===== src/rtl/seq_shifter_pkg.sv =====
// seq_shifter_pkg: shared ALU definitions: shift op encoding, FLAGS bit positions, FSM states
package seq_shifter_pkg;

    typedef enum logic [2:0] {
        OP_SHL = 3'd0,
        OP_SHR = 3'd1,
        OP_SAR = 3'd2,
        OP_ROL = 3'd3,
        OP_ROR = 3'd4,
        OP_RCL = 3'd5,
        OP_RCR = 3'd6,
        OP_RSV = 3'd7
    } op_e;

    typedef enum logic [1:0] {
        IDLE = 2'd0,
        RUN  = 2'd1,
        DONE = 2'd2
    } state_e;

    localparam int CF_BIT = 0;
    localparam int PF_BIT = 2;
    localparam int AF_BIT = 4;
    localparam int ZF_BIT = 6;
    localparam int SF_BIT = 7;
    localparam int OF_BIT = 11;

    function automatic logic even_parity(input logic [7:0] b);
        return ~^b;
    endfunction

endpackage


===== src/rtl/seq_shifter_if.sv =====
// seq_shifter_if: request/response bundle between a shift requester and seq_shifter
interface seq_shifter_if #(
    parameter int WIDTH = 16
);
    logic             start;
    logic [2:0]       op;
    logic             is_8_bit;
    logic [WIDTH-1:0] a;
    logic [7:0]       count;
    logic [15:0]      flags_in;
    logic             busy;
    logic             done;
    logic [WIDTH-1:0] out;
    logic [15:0]      flags_out;

    modport master (
        output start, op, is_8_bit, a, count, flags_in,
        input  busy, done, out, flags_out
    );

    modport slave (
        input  start, op, is_8_bit, a, count, flags_in,
        output busy, done, out, flags_out
    );
endinterface


===== src/rtl/seq_shifter_shift_step.sv =====
// shift_step: applies up to STEP single-bit shift/rotate steps in one cycle and derives OF from the last one
module shift_step
    import seq_shifter_pkg::*;
#(
    parameter int WIDTH = 16,
    parameter int STEP  = 1
) (
    input  op_e              op,
    input  logic             is_8_bit,
    input  logic [WIDTH-1:0] val,
    input  logic             cf,
    input  logic [2:0]       k,
    output logic [WIDTH-1:0] val_n,
    output logic             cf_n,
    output logic             of_n
);
    localparam int MW = $clog2(WIDTH);

    logic [MW-1:0]    m;
    logic [WIDTH-1:0] mask;
    logic [WIDTH-1:0] v;
    logic [WIDTH-1:0] pv;
    logic             c;

    function automatic logic [WIDTH:0] one_bit(
        input op_e              o,
        input logic [WIDTH-1:0] x,
        input logic             ci,
        input logic [MW-1:0]    mi,
        input logic [WIDTH-1:0] mk
    );
        logic hi;
        logic lo;
        hi = x[mi];
        lo = x[0];
        case (o)
            OP_SHL:  one_bit = {hi, (x << 1) & mk};
            OP_SHR:  one_bit = {lo, x >> 1};
            OP_SAR:  one_bit = {lo, (x >> 1) | (WIDTH'(hi) << mi)};
            OP_ROL:  one_bit = {hi, ((x << 1) | WIDTH'(hi)) & mk};
            OP_ROR:  one_bit = {lo, (x >> 1) | (WIDTH'(lo) << mi)};
            OP_RCL:  one_bit = {hi, ((x << 1) | WIDTH'(ci)) & mk};
            OP_RCR:  one_bit = {lo, (x >> 1) | (WIDTH'(ci) << mi)};
            default: one_bit = {ci, x};
        endcase
    endfunction

    assign m    = is_8_bit ? MW'(7) : MW'(WIDTH - 1);
    assign mask = is_8_bit ? WIDTH'(8'hFF) : {WIDTH{1'b1}};

    // chain k single-bit steps; pv keeps the operand seen by the final step for the SHR overflow rule
    always_comb begin
        v  = val;
        c  = cf;
        pv = val;
        for (int i = 0; i < STEP; i++) begin
            if (i < int'(k)) begin
                pv     = v;
                {c, v} = one_bit(op, v, c, m, mask);
            end
        end
        val_n = v;
        cf_n  = c;
        of_n  = (op == OP_SHR) ? pv[m] :
                (op == OP_SAR) ? 1'b0 :
                (op == OP_ROR || op == OP_RCR) ? (v[m] ^ v[m - 1'b1]) :
                (v[m] ^ c);
    end
endmodule


===== src/rtl/seq_shifter.sv =====
// seq_shifter: multi-cycle x86 shift/rotate unit; define SHIFT_COUNT_MASK_EN to mask the count to 5 bits (80186 behaviour)
module seq_shifter
    import seq_shifter_pkg::*;
#(
    parameter int WIDTH = 16,
    parameter int STEP  = 1
) (
    input  logic         clk,
    input  logic         reset_n,
    seq_shifter_if.slave bus
);
    state_e           state;
    state_e           state_n;
    logic [7:0]       n;
    logic [7:0]       rem;
    logic [2:0]       k;
    logic             last;
    logic             accept;
    logic             shift_op;
    op_e              op_q;
    logic             w8_q;
    logic             cf_q;
    logic [WIDTH-1:0] val_q;
    logic [WIDTH-1:0] res_q;
    logic [WIDTH-1:0] a_m;
    logic [WIDTH-1:0] val_n;
    logic             cf_n;
    logic             of_n;
    logic [15:0]      fin_q;
    logic [15:0]      fout_q;
    logic [15:0]      flags_done;

`ifdef SHIFT_COUNT_MASK_EN
    assign n = (bus.op == 3'd7) ? 8'd0 : {3'b000, bus.count[4:0]};
`else
    assign n = (bus.op == 3'd7) ? 8'd0 : bus.count;
`endif

    assign a_m      = bus.is_8_bit ? WIDTH'(bus.a[7:0]) : bus.a;
    assign accept   = (state == IDLE) && bus.start;
    assign k        = (rem >= 8'(STEP)) ? 3'(STEP) : rem[2:0];
    assign last     = rem <= 8'(STEP);
    assign shift_op = (op_q == OP_SHL) || (op_q == OP_SHR) || (op_q == OP_SAR);
    assign bus.out       = res_q;
    assign bus.flags_out = fout_q;

    shift_step #(
        .WIDTH(WIDTH),
        .STEP (STEP)
    ) u_step (
        .op      (op_q),
        .is_8_bit(w8_q),
        .val     (val_q),
        .cf      (cf_q),
        .k       (k),
        .val_n   (val_n),
        .cf_n    (cf_n),
        .of_n    (of_n)
    );

    // FLAGS image produced by the final RUN cycle; rotates touch only CF and OF
    always_comb begin
        flags_done         = fin_q;
        flags_done[CF_BIT] = cf_n;
        flags_done[OF_BIT] = of_n;
        flags_done[SF_BIT] = shift_op ? (w8_q ? val_n[7] : val_n[WIDTH-1]) : fin_q[SF_BIT];
        flags_done[ZF_BIT] = shift_op ? (val_n == '0) : fin_q[ZF_BIT];
        flags_done[PF_BIT] = shift_op ? even_parity(val_n[7:0]) : fin_q[PF_BIT];
    end

    // next state and status outputs
    always_comb begin
        state_n  = state;
        bus.busy = 1'b0;
        bus.done = 1'b0;
        case (state)
            IDLE:    state_n = accept ? ((n == 8'd0) ? DONE : RUN) : IDLE;
            RUN:     state_n = last ? DONE : RUN;
            default: state_n = IDLE;
        endcase
        bus.busy = (state == RUN) || (state == DONE);
        bus.done = (state == DONE);
    end

    // state register
    always_ff @(posedge clk) begin
        if (!reset_n) state <= IDLE;
        else          state <= state_n;
    end

    // operand capture, per-cycle stepping, and result hold until the next accepted start
    always_ff @(posedge clk) begin
        if (!reset_n) begin
            op_q   <= OP_SHL;
            w8_q   <= 1'b0;
            cf_q   <= 1'b0;
            rem    <= 8'd0;
            val_q  <= '0;
            fin_q  <= 16'd0;
            res_q  <= '0;
            fout_q <= 16'd0;
        end else if (accept) begin
            op_q  <= op_e'(bus.op);
            w8_q  <= bus.is_8_bit;
            cf_q  <= bus.flags_in[CF_BIT];
            rem   <= n;
            val_q <= a_m;
            fin_q <= bus.flags_in;
            if (n == 8'd0) begin
                res_q  <= a_m;
                fout_q <= bus.flags_in;
            end
        end else if (state == RUN) begin
            val_q <= val_n;
            cf_q  <= cf_n;
            rem   <= rem - 8'(k);
            if (last) begin
                res_q  <= val_n;
                fout_q <= flags_done;
            end
        end
    end
endmodule


===== src/flat_wrapper.sv =====
// flat-port wrapper written by rule: the top's interface ports become plain ports
module seq_shifter_flat import seq_shifter_pkg::*;
#(
    parameter int WIDTH = 16,
    parameter int STEP  = 1
)
  (clk, reset_n, bus_start, bus_op, bus_is_8_bit, bus_a, bus_count, bus_flags_in, bus_busy, bus_done, bus_out, bus_flags_out);
  seq_shifter_if #(.WIDTH(WIDTH)) bus_i ();
  input  logic clk;
  input  logic reset_n;
  input wire logic [$bits(bus_i.start)-1:0] bus_start;
  input wire logic [$bits(bus_i.op)-1:0] bus_op;
  input wire logic [$bits(bus_i.is_8_bit)-1:0] bus_is_8_bit;
  input wire logic [$bits(bus_i.a)-1:0] bus_a;
  input wire logic [$bits(bus_i.count)-1:0] bus_count;
  input wire logic [$bits(bus_i.flags_in)-1:0] bus_flags_in;
  output wire logic [$bits(bus_i.busy)-1:0] bus_busy;
  output wire logic [$bits(bus_i.done)-1:0] bus_done;
  output wire logic [$bits(bus_i.out)-1:0] bus_out;
  output wire logic [$bits(bus_i.flags_out)-1:0] bus_flags_out;
  assign bus_i.start = bus_start;
  assign bus_i.op = bus_op;
  assign bus_i.is_8_bit = bus_is_8_bit;
  assign bus_i.a = bus_a;
  assign bus_i.count = bus_count;
  assign bus_i.flags_in = bus_flags_in;
  assign bus_busy = bus_i.busy;
  assign bus_done = bus_i.done;
  assign bus_out = bus_i.out;
  assign bus_flags_out = bus_i.flags_out;
  seq_shifter #(.WIDTH(WIDTH), .STEP(STEP)) u_core (.clk(clk), .reset_n(reset_n), .bus(bus_i));
endmodule

===== config.mk =====
export PLATFORM = sky130hd
export DESIGN_NAME = seq_shifter_flat
export DESIGN_NICKNAME = d
export VERILOG_FILES = /design/src/rtl/seq_shifter_pkg.sv /design/src/rtl/seq_shifter_if.sv /design/src/rtl/seq_shifter_shift_step.sv /design/src/rtl/seq_shifter.sv /design/src/flat_wrapper.sv
export SDC_FILE = /design/constraint.sdc
export NUM_CORES = 1
export LEC_CHECK = 0
export CAP_MARGIN = 0
export CELL_PAD_IN_SITES_DETAIL_PLACEMENT = 1
export CELL_PAD_IN_SITES_GLOBAL_PLACEMENT = 2
export CORE_MARGIN = 4
export CORE_UTILIZATION = 27
export CTS_CLUSTER_SIZE = 8
export DETAILED_ROUTE_END_ITERATION = 8
export PLACE_DENSITY = 0.85
export SLEW_MARGIN = 20
export SYNTH_ARGS = -nofsm -noshare
export SYNTH_HDL_FRONTEND = slang
export SYNTH_SLANG_ARGS = --single-unit

===== constraint.sdc =====
create_clock -name clk -period 2.4 [get_ports clk]
set_input_delay 0.36 -clock clk [delete_from_list [all_inputs] [get_ports clk]]
set_output_delay 0.36 -clock clk [all_outputs]
set_load 0.01 [all_outputs]

==> run_results.csv <==
group,metric,value,unit
power,power.switching,1.89,mW
synth,async_flop_share,0,
synth,synth.top_cell.area_share,0.367,
sta,period_share,1.01,
drt,wl_per_cell,18.5,um
sta,finalHoldViolations,0,
power,p_comb_frac,0.424,
critical_path,crit_chain,"nor4_4, a22o_1, buf_6, a221o_1, o21ai_2, ha_1, xnor2_2, xnor2_1, mux2i_1, nand2_1, o211ai_1, a21oi_1",
power,seq_power_share,0.295,
synth,muxShareOfSynthArea,0.0601,
drt,postRouteAntennaNets,0,
critical_path,rr_worst_depth,12,
synth,syn-instance-count,537,
drt,viasPerCell,5.20,
placed_design,dp_slack,-156,ps
power,p_total,5.39,mW
synth,synthAdderAreaFrac,0.0238,
critical_path,path_max_fanout,7,
critical_path,worstSetupPathType,"reg2reg",
layout,drive_gt1_frac,0.165,
synth,synth_edf_count,0,
drt,drtIter0Drc,302,
synth,synth_top_family_by_area,"compound AO/OA/AOI/OAI gates",
sta,setup_viol,2,
critical_path,cp-start-kind,"register",
layout,nets,698,
synth,synth_area_leader_cell,"dfxtp_1",
synth,synth_compound_area_frac,0.259,
sta,skew,5.03,ps
sta,worstMarginPinSlew,664,ps
placed_design,gp_congestion,0.894,
global_routing,grt_pass1_vias,4655,
layout,fin_util,0.395,
synth,yosys-top-cells-area,"dfxtp_1, nor2_1, mux2i_1, a211oi_1, a21oi_1",
synth,avgSynthCellArea,7.83,sq um
power,peakVddDrop,0.398,mV
die,row_count,45,
die,initial_core_util,0.276,
global_routing,grt_max_degree,51,
drt,vias,4471,
layout,area_delta_synth_final,43.2,%
power,p_int,3.51,mW
run,maxCapViolCount,0,
critical_path,worst_setup_path_end_kind,"register",
synth,synthXorXnorAreaFrac,0.0208,
critical_path,critPathBufInv,1,
cts,clk_pin_slew,60,ps
drt,finalWirelength,15.9,mm
drt,first_pass_iters,4,
critical_path,slowest_stage,"nor4_4",
sta,fmax,413,MHz
power,power_density,895,mW/mm^2
cts,tritoncts,"done",
die,io_pins,81,
layout,fillers,1847,
sta,setup-tns-final,-29.9,ps
synth,ys.flop_type,"dfxtp_1",
global_routing,grt_util_all_layers,0.174,
sta,worst_slack,-19.7,ps
synth,seq_area_frac_synth,0.367,
min_path,hold_depth,2,
sta,slew_headroom,0.557,
outcome,violations,"setup timing",
sta,finalMaxSlewViolations,0,
synth,syn-num-nets,592,
outcome,status,"finished with violations",
power,netSwitchingFraction,0.350,
die,die_w,133,um
synth,netlist_area,0.00421,sq mm
critical_path,critPathTopFamily,"compound AO/OA/AOI/OAI gates",
synth,synth_seq_cells,77,
placed_design,io_buffers,80,
layout,antenna_cells,0,
die,core,0.0153,sq mm
synth,synth_cell_types,55,
critical_path,cpPeakStageDelay,370,ps
critical_path,cp.required,2620,ps
placed_design,place_hpwl,11.6,mm
die,dieArea,0.0176,sq mm
sta,min_period,2420,ps
synth,ys_warn_count,0,
global_routing,antenna_found_initial,0,
power,clkPwrFrac,0.281,
critical_path,path_depth,12,
synth,synthSimpleGateAreaFrac,0.216,
critical_path,arrival,2640,ps
min_path,hp-class,"reg2reg",
sta,grt_setup_unrepaired,"true",
die,die_h,133,um
drt,drc,0,
cts,cts_buffers,9,
cts,clk_latency,340,ps
cts,cts_max_level,3,
global_routing,gr-total-overflow,0,
cts,clockBufferDepth,2,
power,leakagePower,2.30,nW
global_routing,grt_pass1_wl,25.0,mm
cts,cts-root-buf,"clkbuf_16",
cts,clkSinkCount,77,
## cells in the final DEF (no fill, tap or decap), types with 4 or more instances in the layout
cell             Yosys  layout
and2_1               5       5
dfxtp_1             77      73
a31oi_1              9       9
nor4_1               6       5
dfxtp_2              0       4
nor3_1              18      17
o21ai_0             34      28
mux2i_1             23      23
a221o_1              7       7
a21oi_1             37      36
nand2b_1             8       7
buf_4                0      54
a221oi_1            10       9
nor2_1              86      85
inv_1               14      14
clkbuf_16            0      10
xor2_1               4       4
nor2b_1              8       7
clkdlybuf4s50_1      0      80
nand2_1             45      44
ha_1                 8       8
a211oi_1            30      29
xnor2_1              6       5
a22oi_1              6       5
## sequential cells by signal, summed over array words and instances, names as in the netlist
register	cells
u_core.val_q	16
u_core.fin_q	14
u_core.state	2
u_core.bus.flags_out	16
u_core.cf_q	1
u_core.op_q	3
u_core.bus.out	16
u_core.w8_q	1
u_core.rem	8
## layout make-up
type	count	area, sq um	area share
Sequential cell	77	1550	0.257
Inverter	15	56.3	0.00935
Timing Repair Buffer	140	1310	0.218
Clock inverter	3	67.6	0.0112
Multi-Input combinational cell	400	2510	0.418
Clock buffer	13	260	0.0432
Tap cell	211	264	0.0438
## worst register-to-register path, cell delays in order, from the launching register on
cell and delay (ps):
dfxtp_2 330, nor4_4 370, a22o_1 260, buf_6 150, a221o_1 130, o21ai_2 70
ha_1 350, xnor2_2 160, xnor2_1 130, mux2i_1 130, nand2_1 70, o211ai_1 80
a21oi_1 80
## layer usage
| metal | share of wire | GRT usage |
|---|---|---|
| met5 | 0 | 0 |
| met4 | 0.016 | 0.0635 |
| met3 | 0.047 | 0.0274 |
| met2 | 0.50 | 0.296 |
| met1 | 0.44 | 0.223 |
## kinds of logic after synthesis
| family | Yosys count |
|---|---|
| mux | 25 |
| buf+inv | 60 |
| compound gates | 163 |
| fa+ha+maj | 8 |
| xor+xnor | 10 |
| flops | 77 |
| simple gates | 194 |
## timing repair
item / CTS / global route
endpoints found under the setup margin: 2 / 15
hold buffers: 0 / 0
buffers inserted: 2 / 3
pin swaps: 7 / 6
gates cloned: 0 / 1
gates resized for setup: 13 / 9
## path summary, 6_finish.rpt
kind | to | start | slack [ps]
setup reg to reg | u_core.bus.flags_out[2] | u_core.rem[1] | -20
setup / recovery | u_core.bus.flags_out[2] | u_core.rem[1] | -20
hold reg to reg | u_core.fin_q[6] | u_core.fin_q[6] | 460
hold / removal | u_core.fin_q[6] | u_core.fin_q[6] | 460
## Yosys cell counts, types with 9 or more instances
master    count
a21oi_1      37
dfxtp_1      77
clkbuf_1     39
a31oi_1       9
o21ai_0      34
a221oi_1     10
inv_1        14
nor2_1       86
a211oi_1     30
nor3_1       18
mux2i_1      23
nand2_1      45
## power groups by stage
| stage | clock network, mW | registers, mW | logic [mW] |
|---|---|---|---|
| 2_1_floorplan | 0 | 1.60 | 1.27 |
| 3_3_place_gp | 0 | 1.60 | 2.05 |
| 3_5_place_dp | 0 | 1.61 | 2.11 |
| 4_1_cts | 1.54 | 1.59 | 2.21 |
| 5_1_grt | 1.60 | 1.61 | 2.49 |
| 6_report | 1.51 | 1.59 | 2.29 |
## through the flow
stage | hold slack, ps | cells | cell area [sq um]
3_5_place_dp | 450 | 837 | 5550
2_1_floorplan | 432 | 537 | 4230
5_1_grt | 489 | 859 | 6020
3_3_place_gp | 444 | 837 | 5550
4_1_cts | 458 | 855 | 5940
6_report | 456 | 859 | 6020
Power figures use the tool's default switching activity.
